File: src/rtl/hazard_ctrl_pipe_pkg.sv
// Shared definitions for the hazard-aware control pipeline: opcodes, ALUOp codes,
// per-stage control bundles and the capture-time sanitiser.
package hazard_ctrl_pipe_pkg;

  localparam logic [5:0] OP_R   = 6'd0;
  localparam logic [5:0] OP_J   = 6'd2;
  localparam logic [5:0] OP_BEQ = 6'd4;
  localparam logic [5:0] OP_BNE = 6'd5;
  localparam logic [5:0] OP_ORI = 6'd13;
  localparam logic [5:0] OP_LW  = 6'd35;
  localparam logic [5:0] OP_SW  = 6'd43;

  localparam logic [1:0] ALUOP_ADD   = 2'b00;
  localparam logic [1:0] ALUOP_SUB   = 2'b01;
  localparam logic [1:0] ALUOP_FUNCT = 2'b10;
  localparam logic [1:0] ALUOP_OR    = 2'b11;

  // Full decoded bundle as carried in ID/EX.
  typedef struct packed {
    logic       reg_dst;
    logic       alu_src;
    logic       mem_to_reg;
    logic       reg_write;
    logic       mem_read;
    logic       mem_write;
    logic       branch;
    logic       jump;
    logic       bne;
    logic [1:0] alu_op;
  } ex_ctrl_t;

  typedef struct packed {
    logic mem_read;
    logic mem_write;
    logic reg_write;
    logic mem_to_reg;
  } mem_ctrl_t;

  typedef struct packed {
    logic reg_write;
    logic mem_to_reg;
  } wb_ctrl_t;

  localparam int EX_CTRL_W  = $bits(ex_ctrl_t);
  localparam int MEM_CTRL_W = $bits(mem_ctrl_t);
  localparam int WB_CTRL_W  = $bits(wb_ctrl_t);

  // Anything other than a clean 1 (0, X, Z from an unimplemented opcode) becomes 0.
  function automatic logic is_one(input logic b);
    return (b === 1'b1);
  endfunction

  function automatic ex_ctrl_t sanitize(input ex_ctrl_t raw);
    ex_ctrl_t c;
    c.reg_dst    = is_one(raw.reg_dst);
    c.alu_src    = is_one(raw.alu_src);
    c.mem_to_reg = is_one(raw.mem_to_reg);
    c.reg_write  = is_one(raw.reg_write);
    c.mem_read   = is_one(raw.mem_read);
    c.mem_write  = is_one(raw.mem_write);
    c.branch     = is_one(raw.branch);
    c.jump       = is_one(raw.jump);
    c.bne        = is_one(raw.bne);
    c.alu_op     = {is_one(raw.alu_op[1]), is_one(raw.alu_op[0])};
    return c;
  endfunction

endpackage

File: src/rtl/hazard_ctrl_pipe_ctrl_stage_reg.sv
// Pipeline stage register with async reset, load enable and a flush that loads all zeros.
module ctrl_stage_reg #(
  parameter int W = 8
) (
  input  logic         i_clk,
  input  logic         i_rst,
  input  logic         i_en,
  input  logic         i_flush,
  input  logic [W-1:0] i_d,
  output logic [W-1:0] o_q
);

  logic [W-1:0] r_q;

  // Flush beats enable so a bubble can be inserted even while the stage is held.
  always_ff @(posedge i_clk or posedge i_rst) begin
    if (i_rst) begin
      r_q <= '0;
    end else if (i_flush) begin
      r_q <= '0;
    end else if (i_en) begin
      r_q <= i_d;
    end
  end

  assign o_q = r_q;

endmodule

File: src/rtl/hazard_ctrl_pipe.sv
// Control-path pipeline ID->EX->MEM->WB with load-use stall, EX branch / ID jump
// resolution, PC and IF/ID steering, and saturating stall/flush counters.
module hazard_ctrl_pipe
  import hazard_ctrl_pipe_pkg::*;
#(
  parameter int CNT_W = 16,
  parameter int REG_W = 5
) (
  input  logic             i_clk,
  input  logic             i_rst,
  input  logic             i_id_reg_dst,
  input  logic             i_id_alu_src,
  input  logic             i_id_mem_to_reg,
  input  logic             i_id_reg_write,
  input  logic             i_id_mem_read,
  input  logic             i_id_mem_write,
  input  logic             i_id_branch,
  input  logic             i_id_jump,
  input  logic             i_id_bne,
  input  logic [1:0]       i_id_alu_op,
  input  logic [REG_W-1:0] i_id_rs,
  input  logic [REG_W-1:0] i_id_rt,
  input  logic [REG_W-1:0] i_id_rd,
  input  logic             i_ex_zero,
  output logic             o_pc_write,
  output logic             o_if_id_write,
  output logic             o_if_id_flush,
  output logic             o_pc_src_branch,
  output logic             o_pc_src_jump,
  output logic             o_ex_alu_src,
  output logic             o_ex_mem_read,
  output logic             o_ex_bne,
  output logic [1:0]       o_ex_alu_op,
  output logic [REG_W-1:0] o_ex_rs,
  output logic [REG_W-1:0] o_ex_rt,
  output logic [REG_W-1:0] o_ex_write_reg,
  output logic             o_mem_mem_read,
  output logic             o_mem_mem_write,
  output logic             o_mem_reg_write,
  output logic             o_mem_mem_to_reg,
  output logic [REG_W-1:0] o_mem_write_reg,
  output logic             o_wb_reg_write,
  output logic             o_wb_mem_to_reg,
  output logic [REG_W-1:0] o_wb_write_reg,
  output logic [CNT_W-1:0] o_stall_cnt,
  output logic [CNT_W-1:0] o_flush_cnt
);

  localparam int IDEX_W  = EX_CTRL_W + 3 * REG_W;
  localparam int EXMEM_W = MEM_CTRL_W + REG_W;
  localparam int MEMWB_W = WB_CTRL_W + REG_W;

  ex_ctrl_t          w_id_raw;
  ex_ctrl_t          w_id_ctrl;
  ex_ctrl_t          w_ex_ctrl;
  mem_ctrl_t         w_mem_ctrl;
  mem_ctrl_t         w_mem_ctrl_d;
  wb_ctrl_t          w_wb_ctrl;
  wb_ctrl_t          w_wb_ctrl_d;
  logic [REG_W-1:0]  w_ex_rs;
  logic [REG_W-1:0]  w_ex_rt;
  logic [REG_W-1:0]  w_ex_rd;
  logic [REG_W-1:0]  w_ex_write_reg;
  logic [REG_W-1:0]  w_mem_write_reg;
  logic [REG_W-1:0]  w_wb_write_reg;
  logic [IDEX_W-1:0] w_idex_q;
  logic [EXMEM_W-1:0] w_exmem_q;
  logic [MEMWB_W-1:0] w_memwb_q;
  logic              w_stall;
  logic              w_br_taken;
  logic              w_stall_eff;
  logic              w_jump_eff;
  logic              w_idex_flush;
  logic              w_flush_event;
  logic [CNT_W-1:0]  r_stall_cnt;
  logic [CNT_W-1:0]  r_flush_cnt;

  // ---------------- ID capture ----------------
  assign w_id_raw = '{reg_dst:    i_id_reg_dst,
                      alu_src:    i_id_alu_src,
                      mem_to_reg: i_id_mem_to_reg,
                      reg_write:  i_id_reg_write,
                      mem_read:   i_id_mem_read,
                      mem_write:  i_id_mem_write,
                      branch:     i_id_branch,
                      jump:       i_id_jump,
                      bne:        i_id_bne,
                      alu_op:     i_id_alu_op};

  // A jump travels on as a harmless marker: it must never write a register or memory.
  always_comb begin
    w_id_ctrl = sanitize(w_id_raw);
    if (w_id_ctrl.jump) begin
      w_id_ctrl.reg_write = 1'b0;
      w_id_ctrl.mem_read  = 1'b0;
      w_id_ctrl.mem_write = 1'b0;
    end
  end

  // ---------------- hazard resolution ----------------
  assign w_stall = w_ex_ctrl.mem_read && (w_ex_rt != '0) &&
                   ((w_ex_rt == i_id_rs) || (w_ex_rt == i_id_rt));

  assign w_br_taken = w_ex_ctrl.branch && !w_ex_ctrl.jump && (i_ex_zero ^ w_ex_ctrl.bne);

  // A taken branch squashes the ID instruction, so its stall or jump is moot.
  assign w_stall_eff   = w_stall && !w_br_taken;
  assign w_jump_eff    = w_id_ctrl.jump && !w_stall && !w_br_taken;
  assign w_idex_flush  = w_br_taken || w_stall;
  assign w_flush_event = w_br_taken || w_jump_eff;

  always_comb begin
    o_pc_write      = 1'b1;
    o_if_id_write   = 1'b1;
    o_if_id_flush   = 1'b0;
    o_pc_src_branch = 1'b0;
    o_pc_src_jump   = 1'b0;
    if (w_br_taken) begin
      o_pc_src_branch = 1'b1;
      o_if_id_flush   = 1'b1;
    end else if (w_stall_eff) begin
      o_pc_write    = 1'b0;
      o_if_id_write = 1'b0;
    end else if (w_jump_eff) begin
      o_pc_src_jump = 1'b1;
      o_if_id_flush = 1'b1;
    end
  end

  // ---------------- ID/EX ----------------
  ctrl_stage_reg #(.W(IDEX_W)) u_id_ex (
    .i_clk   (i_clk),
    .i_rst   (i_rst),
    .i_en    (1'b1),
    .i_flush (w_idex_flush),
    .i_d     ({w_id_ctrl, i_id_rs, i_id_rt, i_id_rd}),
    .o_q     (w_idex_q)
  );

  assign {w_ex_ctrl, w_ex_rs, w_ex_rt, w_ex_rd} = w_idex_q;
  assign w_ex_write_reg = w_ex_ctrl.reg_dst ? w_ex_rd : w_ex_rt;

  // ---------------- EX/MEM ----------------
  assign w_mem_ctrl_d = '{mem_read:   w_ex_ctrl.mem_read,
                          mem_write:  w_ex_ctrl.mem_write,
                          reg_write:  w_ex_ctrl.reg_write,
                          mem_to_reg: w_ex_ctrl.mem_to_reg};

  ctrl_stage_reg #(.W(EXMEM_W)) u_ex_mem (
    .i_clk   (i_clk),
    .i_rst   (i_rst),
    .i_en    (1'b1),
    .i_flush (1'b0),
    .i_d     ({w_mem_ctrl_d, w_ex_write_reg}),
    .o_q     (w_exmem_q)
  );

  assign {w_mem_ctrl, w_mem_write_reg} = w_exmem_q;

  // ---------------- MEM/WB ----------------
  assign w_wb_ctrl_d = '{reg_write:  w_mem_ctrl.reg_write,
                         mem_to_reg: w_mem_ctrl.mem_to_reg};

  ctrl_stage_reg #(.W(MEMWB_W)) u_mem_wb (
    .i_clk   (i_clk),
    .i_rst   (i_rst),
    .i_en    (1'b1),
    .i_flush (1'b0),
    .i_d     ({w_wb_ctrl_d, w_mem_write_reg}),
    .o_q     (w_memwb_q)
  );

  assign {w_wb_ctrl, w_wb_write_reg} = w_memwb_q;

  // ---------------- saturating counters ----------------
  always_ff @(posedge i_clk or posedge i_rst) begin
    if (i_rst) begin
      r_stall_cnt <= '0;
      r_flush_cnt <= '0;
    end else begin
      if (w_stall_eff && (r_stall_cnt != '1)) begin
        r_stall_cnt <= r_stall_cnt + 1'b1;
      end
      if (w_flush_event && (r_flush_cnt != '1)) begin
        r_flush_cnt <= r_flush_cnt + 1'b1;
      end
    end
  end

  // ---------------- outputs ----------------
  assign o_ex_alu_src     = w_ex_ctrl.alu_src;
  assign o_ex_mem_read    = w_ex_ctrl.mem_read;
  assign o_ex_bne         = w_ex_ctrl.bne;
  assign o_ex_alu_op      = w_ex_ctrl.alu_op;
  assign o_ex_rs          = w_ex_rs;
  assign o_ex_rt          = w_ex_rt;
  assign o_ex_write_reg   = w_ex_write_reg;
  assign o_mem_mem_read   = w_mem_ctrl.mem_read;
  assign o_mem_mem_write  = w_mem_ctrl.mem_write;
  assign o_mem_reg_write  = w_mem_ctrl.reg_write;
  assign o_mem_mem_to_reg = w_mem_ctrl.mem_to_reg;
  assign o_mem_write_reg  = w_mem_write_reg;
  assign o_wb_reg_write   = w_wb_ctrl.reg_write;
  assign o_wb_mem_to_reg  = w_wb_ctrl.mem_to_reg;
  assign o_wb_write_reg   = w_wb_write_reg;
  assign o_stall_cnt      = r_stall_cnt;
  assign o_flush_cnt      = r_flush_cnt;

endmodule

File: config.mk
export PLATFORM = sky130hd
export DESIGN_NAME = hazard_ctrl_pipe
export DESIGN_NICKNAME = d
export VERILOG_FILES = /design/src/rtl/hazard_ctrl_pipe_pkg.sv /design/src/rtl/hazard_ctrl_pipe_ctrl_stage_reg.sv /design/src/rtl/hazard_ctrl_pipe.sv
export SDC_FILE = /design/constraint.sdc
export NUM_CORES = 1
export LEC_CHECK = 0
export CAP_MARGIN = 40
export CORE_ASPECT_RATIO = 0.75
export CORE_MARGIN = 1.5
export CORE_UTILIZATION = 40
export DETAILED_ROUTE_END_ITERATION = 10
export PLACE_DENSITY = 0.8
export SLEW_MARGIN = 25
export SYNTH_ARGS = -nofsm -noshare
export SYNTH_HDL_FRONTEND = slang
export SYNTH_SLANG_ARGS = --single-unit
File: constraint.sdc
create_clock -name i_clk -period 2.9 [get_ports i_clk]
set_clock_uncertainty 0.2 [all_clocks]
set_input_delay 0.435 -clock i_clk [delete_from_list [all_inputs] [get_ports i_clk]]
set_output_delay 0.435 -clock i_clk [all_outputs]
set_load 0.05 [all_outputs]
==> flow_summary.json <==
{
  "status": "finished clean",
  "power_leakage_nw": 1.87,
  "synth-edff-count": 0,
  "grt_pass1_wl_um": 11100,
  "setup_viol": 0,
  "ioPinCount": 102,
  "yosys.area_share.xor_xnor_pct": 10.5,
  "max_cap_viol_count": 0,
  "post-route-util_pct": 59.0,
  "min_from": "u_id_ex.o_q[23]",
  "cpLargestDelayFamily": "simple AND/OR/NAND/NOR gates",
  "finalPower_mw": 3.01,
  "via_per_inst": 4.85,
  "end_kind": "primary output",
  "place_congestion": 0.834,
  "numCtsBuffers": 9,
  "synth_mux_area_share_pct": 2.85,
  "ff2ff_path_depth": 7,
  "die_x_um": 106,
  "dpl.cell_count": 446,
  "die_area_sq_um": 8450,
  "fin_tns_setup_ns": 0,
  "numPortBuffers": 101,
  "period_share_pct": 96.4,
  "ys_types": 35,
  "synthFlopType": "dfrtp_1",
  "synthToLayoutAreaGrowth_pct": 40.0,
  "avgRoutedWirePerCell_um": 14.4,
  "slew_viol_final": 0,
  "worstHoldPathCells": 0,
  "nets": 387,
  "clock_latency_ns": 0.34,
  "ys_ff_latch": 74,
  "ant_nets": 0,
  "fmax_mhz": 358,
  "drt_iter0_markers": 79,
  "async_flop_share_pct": 100,
  "slew_headroom_pct": 57.4,
  "synth_top_family_by_area": "simple AND/OR/NAND/NOR gates",
  "cp_data_arrival_time_ns": 2.16,
  "cp_data_required_time_ns": 2.27,
  "clock_path_buffers": 2,
  "h-tree-depth": 3,
  "syn_nets": 293,
  "hold_viol_final": 0,
  "r2r_setup_slack_ns": 0.57,
  "cpMostUsedCell": "nor2_4",
  "antenna_found_initial": 0,
  "slowest_delay_ns": 0.54,
  "hold_class": "flip-flop to flip-flop",
  "min_to": "u_ex_mem.o_q[5]",
  "clkTransAtPathRegs_ns": 0.08,
  "r2r_end": "o_stall_cnt[15]",
  "grt_pass1_vias": 2238,
  "grt_max_degree": 39,
  "grt.total_usage_pct": 17.1,
  "syn-cell-area_sq_um": 3160,
  "root_buffer": "clkbuf_8",
  "cts_hold_buf": 0,
  "start_util_pct": 42.1,
  "finalWirelength_um": 6660,
  "antenna_cells": 0,
  "die_h_um": 80.0,
  "drc": 0,
  "worst_slew_pin_slew_ns": 0.638,
  "post_cts_buffers": 0,
  "powerDensity_nw_per_um2": 681,
  "synthCells": 262,
  "path_max_fanout": 5,
  "cts_sinks": 74,
  "tritoncts": "built",
  "hpwl_um": 4970,
  "overflow": 0,
  "r2r_start": "u_id_ex.o_q[17]",
  "synth-adder-area-share_pct": 0.792,
  "syn_avg_cell_area_sq_um": 12.1,
  "rsz0062_at_grt": "no",
  "drive_gt1_share_pct": 13.0,
  "start_kind": "flip-flop",
  "slowest_stage": "or4_1",
  "vdd_drop_max_uv": 448,
  "instances_no_fill": 462,
  "yosys.area_share.simple_pct": 19.6,
  "core-area_sq_um": 7500,
  "fin_crit_ns": 2.79,
  "first_pass_iters": 4,
  "critical_path_class": "flip-flop to primary output",
  "via_count": 2240,
  "synth_compound_area_share_pct": 1.94,
  "worst-path-buf-inv": 2,
  "cp_cell_sequence": "or4_1 > o21ai_1 > or2_2 > nor2_4 > buf_4 > nor2_4 > buf_12",
  "rows": 27,
  "ys_warn_count": 0,
  "seq_area_frac_synth_pct": 58.6,
  "fillers": 633
}
[per-stage QoR]
stage	setup WS [ns]	hold WS [ns]	area, sq um
3_3_place_gp	0.150	0.132	4230
4_1_cts	0.00510	0.154	4420
2_1_floorplan	0.0803	0.131	3170
5_1_grt	0.0184	0.157	4430
3_5_place_dp	0.106	0.136	4230
6_report	0.105	0.152	4430
[worst register-to-register path, cell delays in order, from the launching register on]
cell and delay [ns]:
dfrtp_1 0.40, xnor2_1 0.29, nor3b_4 0.11, or2_2 0.35
nor2_4 0.11, clkinv_2 0.16, nor3_1 0.26, mux2_2 0.36
[registers in the layout (all words and copies together) (netlist names)]
name,cells
o_flush_cnt,16
o_stall_cnt,16
u_ex_mem.o_q,9
u_id_ex.o_q,26
u_mem_wb.o_q,7
[placed cells by master, fill, tap and decap left out, drive strengths merged, types with 3 or more instances in the layout]
| cell | instances |
|---|---|
| nand4 | 15 |
| and3 | 12 |
| clkbuf | 10 |
| xor2 | 14 |
| nand3 | 15 |
| and2 | 29 |
| nor3 | 5 |
| mux2 | 8 |
| dfrtp | 74 |
| clkinv | 5 |
| nor2 | 10 |
| buf | 11 |
| nor4 | 3 |
| nand2 | 9 |
| clkdlybuf4s50 | 96 |
| xnor2 | 24 |
[synth_stat cells (all sizes together) (2+ instances only)]
library cell / count / area, sq um
xor2: 14 / 123
mux2: 8 / 90.1
or2: 2 / 12.5
xnor2: 24 / 210
nor3: 5 / 25.0
dfrtp: 74 / 1850
a41oi: 2 / 17.5
and3: 12 / 75.1
nand2: 9 / 33.8
ha: 2 / 25.0
and2: 29 / 181
nor2: 10 / 45.0
nand3: 15 / 80.1
nor2b: 2 / 12.5
clkbuf: 3 / 11.3
nor4: 3 / 25.0
a21oi: 2 / 10.0
nor3b: 2 / 20.0
nand4: 15 / 93.8
buf: 21 / 159
[timing repair]
item                       CTS  global route
resized for setup            0             3
setup endpoints to repair    0             1
hold endpoints to repair     0             0
[per-layer routing]
metal	global-route usage [%]	vias to the layer above	part of all wire (%)
met2	27.7	87	48
met3	5.96	4	7.5
li1	-	1060	-
met5	0	-	0
met4	5.27	0	0.56
met1	21.6	1089	44
[power by group]
part	internal, mW	switching [mW]	leakage (nW)
clock	0.399	0.370	0.0966
sequential	1.15	0.115	0.939
combinational	0.357	0.618	0.838
[cells by family after synthesis]
kind of cell             Yosys count
AO/OA/AOI/OAI                      8
XOR/XNOR                          38
adder cells (fa/ha/maj)            2
buffers and inverters             26
flip-flops                        74
multiplexers                       8
AND/OR/NAND/NOR                  106
[area by class of cell]
type	instances	area (sq um)	share of cell area [%]
sequential	74	1850	41.9
multi-input combinational	162	1150	26.0
timing repair buffer	107	1090	24.7
clock buffer	10	128	2.88
tap	101	126	2.86
clock inverter	6	65.1	1.47
inverter	2	10.0	0.226
[worst max path at each step]
stage,start,to,slack [ns],depth (start not counted)
after CTS,u_id_ex.o_q[6],o_if_id_flush,0.005,7
after global routing,u_id_ex.o_q[6],o_if_id_flush,0.02,7
after global placement,i_ex_zero,o_if_id_flush,0.15,8
after detailed placement,i_ex_zero,o_stall_cnt[15],0.11,8
after floorplan,u_id_ex.o_q[17],o_pc_write,0.08,7
final,u_id_ex.o_q[6],o_if_id_flush,0.11,7
(Power assumes the default switching activity.)
